<file path="config.mk">
export PLATFORM = sky130hd
export DESIGN_NAME = sw_playback
export DESIGN_NICKNAME = d
export VERILOG_FILES = /design/src/rtl/sw_playback_pkg.sv /design/src/rtl/playback_mem.sv /design/src/rtl/sw_playback.sv
export SDC_FILE = /design/constraint.sdc
export NUM_CORES = 1
export LEC_CHECK = 0
export ABC_AREA = 1
export BUFFER_PORTS_ARGS = -buffer_cell sky130_fd_sc_hd__buf_2
export CAP_MARGIN = 25
export CORE_MARGIN = 5
export CORE_UTILIZATION = 30
export DETAILED_ROUTE_END_ITERATION = 8
export PLACE_DENSITY = 0.47
export SYNTH_ARGS = -nofsm -noshare
export SYNTH_HDL_FRONTEND = slang
export SYNTH_SLANG_ARGS = --single-unit
</file>
<file path="constraint.sdc">
create_clock -name clk100_i -period 5 [get_ports clk100_i]
set_clock_uncertainty 0.2 [all_clocks]
set_input_delay 0.25 -clock clk100_i [delete_from_list [all_inputs] [get_ports clk100_i]]
set_output_delay 0.25 -clock clk100_i [all_outputs]
set_load 0.05 [all_outputs]
</file>
<file path="src/rtl/sw_playback_pkg.sv">
// Shared types and defaults for the switch-snapshot record/replay block.
package sw_playback_pkg;

  typedef enum logic [1:0] {
    IDLE  = 2'd0,
    FETCH = 2'd1,
    SHOW  = 2'd2
  } pb_state_t;

  localparam int unsigned DEF_DW    = 10;
  localparam int unsigned DEF_DEPTH = 16;
  localparam int unsigned DEF_AW    = 4;
  localparam int unsigned DEF_TICKS = 100_000_000;

  // Counter width for n states; never narrower than one bit.
  function automatic int unsigned pb_width(input int unsigned n);
    return (n <= 1) ? 1 : $clog2(n);
  endfunction

endpackage

</file>
<file path="src/rtl/playback_mem.sv">
// Simple dual-port RAM: one write port, one registered read port (1-cycle latency).
module playback_mem #(
  parameter int unsigned DW    = 10,
  parameter int unsigned DEPTH = 16,
  parameter int unsigned AW    = 4
) (
  input  logic          i_clk,
  input  logic          i_we,
  input  logic [AW-1:0] i_waddr,
  input  logic [DW-1:0] i_wdata,
  input  logic [AW-1:0] i_raddr,
  output logic [DW-1:0] o_rdata
);

  logic [DW-1:0] r_mem [DEPTH];
  logic [DW-1:0] r_rdata;

  always_ff @(posedge i_clk) begin
    if (i_we) r_mem[i_waddr] <= i_wdata;
    r_rdata <= r_mem[i_raddr];
  end

  assign o_rdata = r_rdata;

endmodule

</file>
<file path="src/rtl/sw_playback.sv">
// Record-and-replay reader: appends captured switch words, then shows each
// stored word on the LEDs for a fixed number of cycles with its index.
module sw_playback
  import sw_playback_pkg::*;
#(
  parameter int unsigned DW    = DEF_DW,
  parameter int unsigned DEPTH = DEF_DEPTH,
  parameter int unsigned AW    = DEF_AW,
  parameter int unsigned TICKS = DEF_TICKS
) (
  input  logic          clk100_i,
  input  logic          rst_i,
  input  logic          wr_en_i,
  input  logic [DW-1:0] wr_data_i,
  input  logic          play_i,
  input  logic          stop_i,
  input  logic          clear_i,
  input  logic          loop_i,
  output logic [DW-1:0] ledr_o,
  output logic [AW-1:0] idx_o,
  output logic [AW:0]   count_o,
  output logic          busy_o,
  output logic          full_o
);

  localparam int unsigned TW = pb_width(TICKS);
  localparam logic [TW-1:0] TICK_LAST = TW'(TICKS - 1);
  localparam logic [AW:0]   CNT_FULL  = (AW + 1)'(DEPTH);

  pb_state_t     r_state;
  logic [AW:0]   r_count;
  logic [AW-1:0] r_rd_ptr;
  logic [TW-1:0] r_tick;
  logic [DW-1:0] r_ledr;
  logic [AW-1:0] r_idx;

  logic [DW-1:0] w_rdata;
  logic          w_full;
  logic          w_play_go;
  logic          w_we;
  logic          w_last;

  assign w_full    = (r_count == CNT_FULL);
  assign w_play_go = (r_state == IDLE) && play_i && (r_count != '0);
  // Writes lose to every higher-priority event in the same cycle.
  assign w_we      = !rst_i && !clear_i && (r_state == IDLE) && !w_play_go
                     && wr_en_i && !w_full;
  assign w_last    = ({1'b0, r_rd_ptr} == (r_count - (AW + 1)'(1)));

  playback_mem #(
    .DW    (DW),
    .DEPTH (DEPTH),
    .AW    (AW)
  ) u_mem (
    .i_clk   (clk100_i),
    .i_we    (w_we),
    .i_waddr (r_count[AW-1:0]),
    .i_wdata (wr_data_i),
    .i_raddr (r_rd_ptr),
    .o_rdata (w_rdata)
  );

  always_ff @(posedge clk100_i) begin
    if (rst_i) begin
      r_state  <= IDLE;
      r_count  <= '0;
      r_rd_ptr <= '0;
      r_tick   <= '0;
      r_ledr   <= '0;
      r_idx    <= '0;
    end else if (clear_i) begin
      r_state <= IDLE;
      r_count <= '0;
      r_ledr  <= '0;
      r_idx   <= '0;
    end else if (stop_i && (r_state != IDLE)) begin
      r_state <= IDLE;
    end else begin
      case (r_state)
        IDLE: begin
          if (w_play_go) begin
            r_rd_ptr <= '0;
            r_state  <= FETCH;
          end else if (w_we) begin
            r_count <= r_count + (AW + 1)'(1);
          end
        end
        FETCH: begin
          r_tick  <= '0;
          r_state <= SHOW;
        end
        SHOW: begin
          // Read data lands during the first SHOW cycle; latch it there.
          if (r_tick == '0) begin
            r_ledr <= w_rdata;
            r_idx  <= r_rd_ptr;
          end
          if (r_tick == TICK_LAST) begin
            if (!w_last) begin
              r_rd_ptr <= r_rd_ptr + AW'(1);
              r_state  <= FETCH;
            end else if (loop_i) begin
              r_rd_ptr <= '0;
              r_state  <= FETCH;
            end else begin
              r_state <= IDLE;
            end
          end else begin
            r_tick <= r_tick + TW'(1);
          end
        end
        default: r_state <= IDLE;
      endcase
    end
  end

  assign ledr_o  = r_ledr;
  assign idx_o   = r_idx;
  assign count_o = r_count;
  assign busy_o  = (r_state != IDLE);
  assign full_o  = w_full;

endmodule
</file>
==> metrics, run 1 <==
status completed; Synth Warn # 0; die area roughly 0.036 mm^2; Clock Power Share 44.4%; flop2flop setup slack 1880 ps; setup TNS 0 ps; largest net degree at the start of global routing 86; Final Hold Fails 0; max_slew headroom 31.9%; grt total ovfl 0; clk buf depth 3; sequential-to-total area share from yosys stat 63.2%; leakage power between 3 and 4 nW; Max Cap Viol 0; mux share of post-synthesis cell area 0%; GRT Util Overall 15.2%; Worst-Skew Late Latency 540 ps; top_reg_cell synth edfxtp_1; Critical Path RT about 5200 ps; wire per inst about 19 um; RSZ-0062 raised after global routing no; vias in the first global route 7006; drt drc 0; Comb power frac 4.0%; drt via density around 5.0; Adder-Cell Fraction of Synth Area less than 1%; Reg power frac 51.6%; DP Area approximately 0.010 mm^2; Int Pwr 2.99 mW; crit path kind flop to flop; xor-xnor portion of the synthesized cell area 1.01%; final cell count without fillers about 1400; DIE WIDTH 189 um; core box area 0.0316 mm^2; first-pass GRT wire length 42400 um; routed wire length ~27000 um; Cell Area, Synth about 0.0096 mm^2; critical path capture point type flop; maximum clock rate 0.321 GHz; Root Driver clkbuf_16; Yosys cell types 28; Num CTS Buffers 25; Iteration-0 DRC Markers 726; count leader, synth nor2_1; worst min path class input pin to flop; actual slew at the worst max-slew pin ~1000 ps; Final Net Count approximately 1000; simple logic cell fraction of the synthesized area 19.4%; Final Wtd Congestion 0.803; placed cells 1384; largest family of logic cells by synthesized area simple AND/OR/NAND/NOR gates; EDFF count, synth 160; I/O Pins 38; Async SR Flop Fraction 0%; Setup violations, final 0; pwr dens 350 mW/mm^2; Synth Area in Compound Gates 11.2%; Reg clk slew, reported paths 60 ps; Initial Util 30.3%; layout cell share with drive strength beyond 1 8.85%; Num Clock Sinks 222; post-CTS sizing 0; number of core rows 65; Yosys top cell by area edfxtp_1; sw frac 22.3%; Synth top cells by count nor2_1, nand2_1, edfxtp_1, o21ai_0; synthesized net count approximately 1000; fin. max-slew vios 0; post-DP HPWL about 18000 um; CTS tree yes; arrival time at the worst endpoint 3340 ps; Hold Buf Count CTS 14; element type at the critical path start flop; Area Growth Syn to Fin 15.0%; Synth area leaders edfxtp_1, dfxtp_1, nor2_1; Synth top area share roughly half; antenna violations before repair 0; NetSw 861 uW; FF+latch count, synth 222; maximum level of the CTS H-tree 1; Gate Count Post-Synth 986; antenna diode count 0; port bufs 37; Die Span Y around 190 um; Syn Area/Cell 9.71 um^2; vias 7217; DR pass1 iterations 5; Post-DRT Antenna Nets 0; Peak VDD IR around 0.00022 V; crit path time final 3120 ps; worst-path maximum fanout 14; Tcrit/Tclk final 62.3%; setup repair bufs after CTS 0; fin area 0.0110 mm^2
==> critical path, cell delays in order, from the launching register on <==
cell           delay, ps
dfxtp_1              730
inv_1                460
nand2_1              150
nand2_1               90
nand2_1               70
nand2_1               40
nor2_1               130
nand3_1              150
nand3_1              220
nand2_1               70
nand2_1               80
nor2_1                40
dlygate4sd3_1        560
==> through the flow <==
step	power [mW]	hold slack (ps)	utilization, %	worst slack [ps]
after global routing	4.00	2.06	34.9	1590
after detailed placement	2.18	266	32.0	1940
after global placement	2.18	258	32.0	2070
final	3.85	9.93	34.9	1880
after floorplan	2.10	149	-	2200
after CTS	3.90	5.62	34.9	1900
==> metal layers <==
metal / track usage, % / part of all wire (%) / up-vias
met5: 0 / 0 / -
met4: 3.62 / 1.8 / 0
met3: 2.13 / 5.9 / 37
met2: 23.0 / 44 / 223
met1: 23.0 / 49 / 3477
li1: - / - / 3480
==> kinds of logic after synthesis <==
logic type | after synthesis
AO/OA/AOI/OAI | 185
adder cells (fa/ha/maj) | 7
AND/OR/NAND/NOR | 459
flip-flops | 222
XOR/XNOR | 11
buffers and inverters | 102
==> flip-flops by register name (all words and copies together), names as in the netlist <==
register and flops:
u_mem.r_mem 160, r_tick 27, ledr_o 10, u_mem.o_rdata 10
count_o 5, idx_o 4, r_rd_ptr 4, r_state 2
==> layout make-up <==
cell class | instances | area, um^2
clock buffer | 30 | 644
timing repair buffer | 59 | 388
clock inverter | 13 | 105
inverter | 54 | 203
sequential | 222 | 6050
fill | 3204 | 20500
tap | 402 | 503
multi-input combinational | 662 | 3120
==> power groups by stage <==
| stage | Combinational [mW] | Clock [mW] | Sequential [mW] |
|---|---|---|---|
| after floorplan | 0.0698 | 0 | 2.03 |
| final | 0.154 | 1.71 | 1.99 |
| after CTS | 0.154 | 1.76 | 1.99 |
| after global routing | 0.168 | 1.84 | 1.99 |
| after global placement | 0.149 | 0 | 2.03 |
| after detailed placement | 0.146 | 0 | 2.03 |
==> cell usage in the layout, fill, tap and decap left out, types with 2 or more instances in the layout <==
master | synthesis | routed
buf_4 | 2 | 7
clkbuf_16 | 0 | 25
inv_2 | 3 | 3
nor3_1 | 3 | 3
o22ai_1 | 13 | 13
nor2_2 | 5 | 5
nor4_1 | 2 | 2
xor2_1 | 10 | 10
inv_1 | 51 | 51
ha_1 | 7 | 7
nand2_1 | 163 | 163
dfxtp_1 | 62 | 61
nor2_1 | 215 | 215
nand3_1 | 62 | 62
buf_2 | 5 | 37
o211ai_1 | 13 | 13
nand2_2 | 3 | 3
nand4_1 | 3 | 3
dlygate4sd3_1 | 0 | 15
edfxtp_1 | 160 | 160
o21ai_0 | 101 | 101
a21oi_1 | 31 | 31
o221ai_1 | 27 | 27
clkinvlp_4 | 0 | 2
clkbuf_1 | 37 | 5
clkinv_1 | 0 | 4
clkinv_2 | 0 | 5
==> final timing paths <==
path                             from                           to  cells after the start
max reg2reg  r_rd_ptr[3]$_SDFFE_PP0P_     r_rd_ptr[3]$_SDFFE_PP0P_                     12
min                      wr_data_i[3]  u_mem.r_mem[1][3]$_DFFE_PP_                      1
min reg2reg    ledr_o[7]$_SDFFE_PP0P_       ledr_o[7]$_SDFFE_PP0P_                      2
max          r_rd_ptr[3]$_SDFFE_PP0P_     r_rd_ptr[3]$_SDFFE_PP0P_                     12
No activity file was read; power rests on OpenSTA's default activity.
==> run 2, diff against run 1 <==
PLACE_DENSITY = 0.48   (was 0.47)
clock period = 2.8 ns   (was 5 ns; I/O delays follow)
==> run 2 against run 1 <==
Against the previous run:
- maximum frequency rose by 24%
- via count increased by 0.62%
- register-to-register slack worse by 1600 ps
- clock power is 91% higher
- final area grew 2.7%
- critical endpoint is now u_mem.r_mem[10][0]$_DFFE_PP_
- largest power group unchanged
==> metrics, run 2 (same netlist as run 1, synthesis figures left out) <==
status completed; critical path capture point type flop; final cell count without fillers around 1500; GRT Util Overall about 15%; crit path time final 2520 ps; Num Clock Sinks 222; drt via density about 4.9; element type at the critical path start flop; Worst Slack Setup Final between 200 and 300 ps; port bufs 37; leakage power 3.89 nW; setup TNS 0 ps; wire per inst 18.6 um; number of core rows 65; fin. max-slew vios 0; commonest cells after routing, fill and taps aside nor2_1, nand2_1, edfxtp_1; CTS tree yes; Area Growth Syn to Fin 18.1%; Final Net Count 1075; max reg flops 160; Layout fillers between 3000 and 4000; I/O Pins 38; max_slew headroom 54.6%; Hold Path Depth 9; Final Hold Fails 0; biggest regs u_mem.r_mem x160, r_tick x27; worst min path class input pin to flop; Clock Power Share 45.9%; Tcrit/Tclk final 90.1%; maximum level of the CTS H-tree 1; sw frac about 22%; core box area 0.0316 mm^2; maximum clock rate 0.396 GHz; antenna violations before repair 0; actual slew at the worst max-slew pin 681 ps; Setup violations, final 0; vias 7262; met3 wire len around 1500 um; worst-path maximum fanout 10; Top Metal Used met4; crit path kind flop to flop; fin area between 0.01 and 0.015 mm^2; layout cell share with drive strength beyond 1 11.6%; Initial Util 30.3%; pre-CTS WS 334 ps; grt total ovfl 0; Peak VDD IR 0.000490 V; Design Power 7.09 mW; DR pass1 iterations 5; RSZ-0062 raised after global routing no; first-pass GRT wire length 41800 um; vias in the first global route 7038; Worst-Skew Late Latency between 500 and 600 ps; Final Wtd Congestion 0.864; Comb power frac 4.0%; final core occ 35.8%; die area around 0.036 mm^2; Iteration-0 DRC Markers 588; post-DP HPWL 18400 um; worst reg2reg path depth 8; Int Pwr 5.52 mW; largest net degree at the start of global routing 86; clk buf depth 3; DP Area 0.0103 mm^2; Critical Path RT 2820 ps; Reg power frac between 50% and 60%; Met1 Wirelength ~13000 um; DIE WIDTH 189 um; Post-DRT Antenna Nets 0; Max Cap Viol 0; Most flops, register u_mem.r_mem; Root Driver clkbuf_16; NetSw between 1.5 and 2 mW; Num CTS Buffers 26; placed cells roughly 1400; Reg clk slew, reported paths around 60 ps; met2 wire len 12400 um; Hold WS 97.8 ps; Die Span Y around 190 um; drt drc 0; arrival time at the worst endpoint between 2000 and 3000 ps; pwr dens about 630 mW/mm^2; commonest non-fill, non-tap cell in the layout nor2_1; routed wire length between 20000 and 30000 um
==> run 2: worst paths after layout <==
kind | startpoint | to | slack, ps
min reg2reg | ledr_o[9]$_SDFFE_PP0P_ | ledr_o[9]$_SDFFE_PP0P_ | 270
max | count_o[1]$_SDFFE_PP0P_ | u_mem.r_mem[10][0]$_DFFE_PP_ | 280
max reg2reg | count_o[1]$_SDFFE_PP0P_ | u_mem.r_mem[10][0]$_DFFE_PP_ | 280
min | stop_i | r_rd_ptr[0]$_SDFFE_PP0P_ | 100
==> run 2: cell type report <==
class	count	area (um^2)	share of cell area (%)
inverters	54	203	1.79
clock inverters	16	116	1.03
diodes	1	2.50	0.0221
clock buffers	32	714	6.32
multi-input cells	662	3120	27.6
well taps	402	503	4.45
repair buffers	85	598	5.29
flip-flops and latches	222	6050	53.5
==> run 2: power groups by stage <==
| stage | Clock [mW] | Combinational [mW] | Sequential [mW] |
|---|---|---|---|
| global route | 3.50 | 0.310 | 3.55 |
| finish | 3.26 | 0.285 | 3.55 |
| global placement | 0 | 0.272 | 3.62 |
| floorplan | 0 | 0.125 | 3.62 |
| CTS | 3.35 | 0.287 | 3.55 |
| detailed placement | 0 | 0.271 | 3.62 |
==> run 2: metal layers <==
metal,GRT usage (%),vias up
met4,3.76,0
met5,0,-
met2,23.8,187
met1,21.6,3499
met3,2.45,34
li1,-,3542
==> run 2: timing repair <==
action / 4_1_cts / 5_1_grt
resized for setup: 0 / 0
buffers inserted: 0 / 0
hold endpoints to repair: 204 / 0
hold buffers: 16 / 0
==> run 2: worst max-delay path, stage by stage, from the launching register on <==
cell and delay (ps):
dfxtp_1 420, inv_1 130, ha_1 270, nand3_1 130
nand3_1 100, nor2_2 270, nand2_1 300, nor2_1 170
buf_4 220
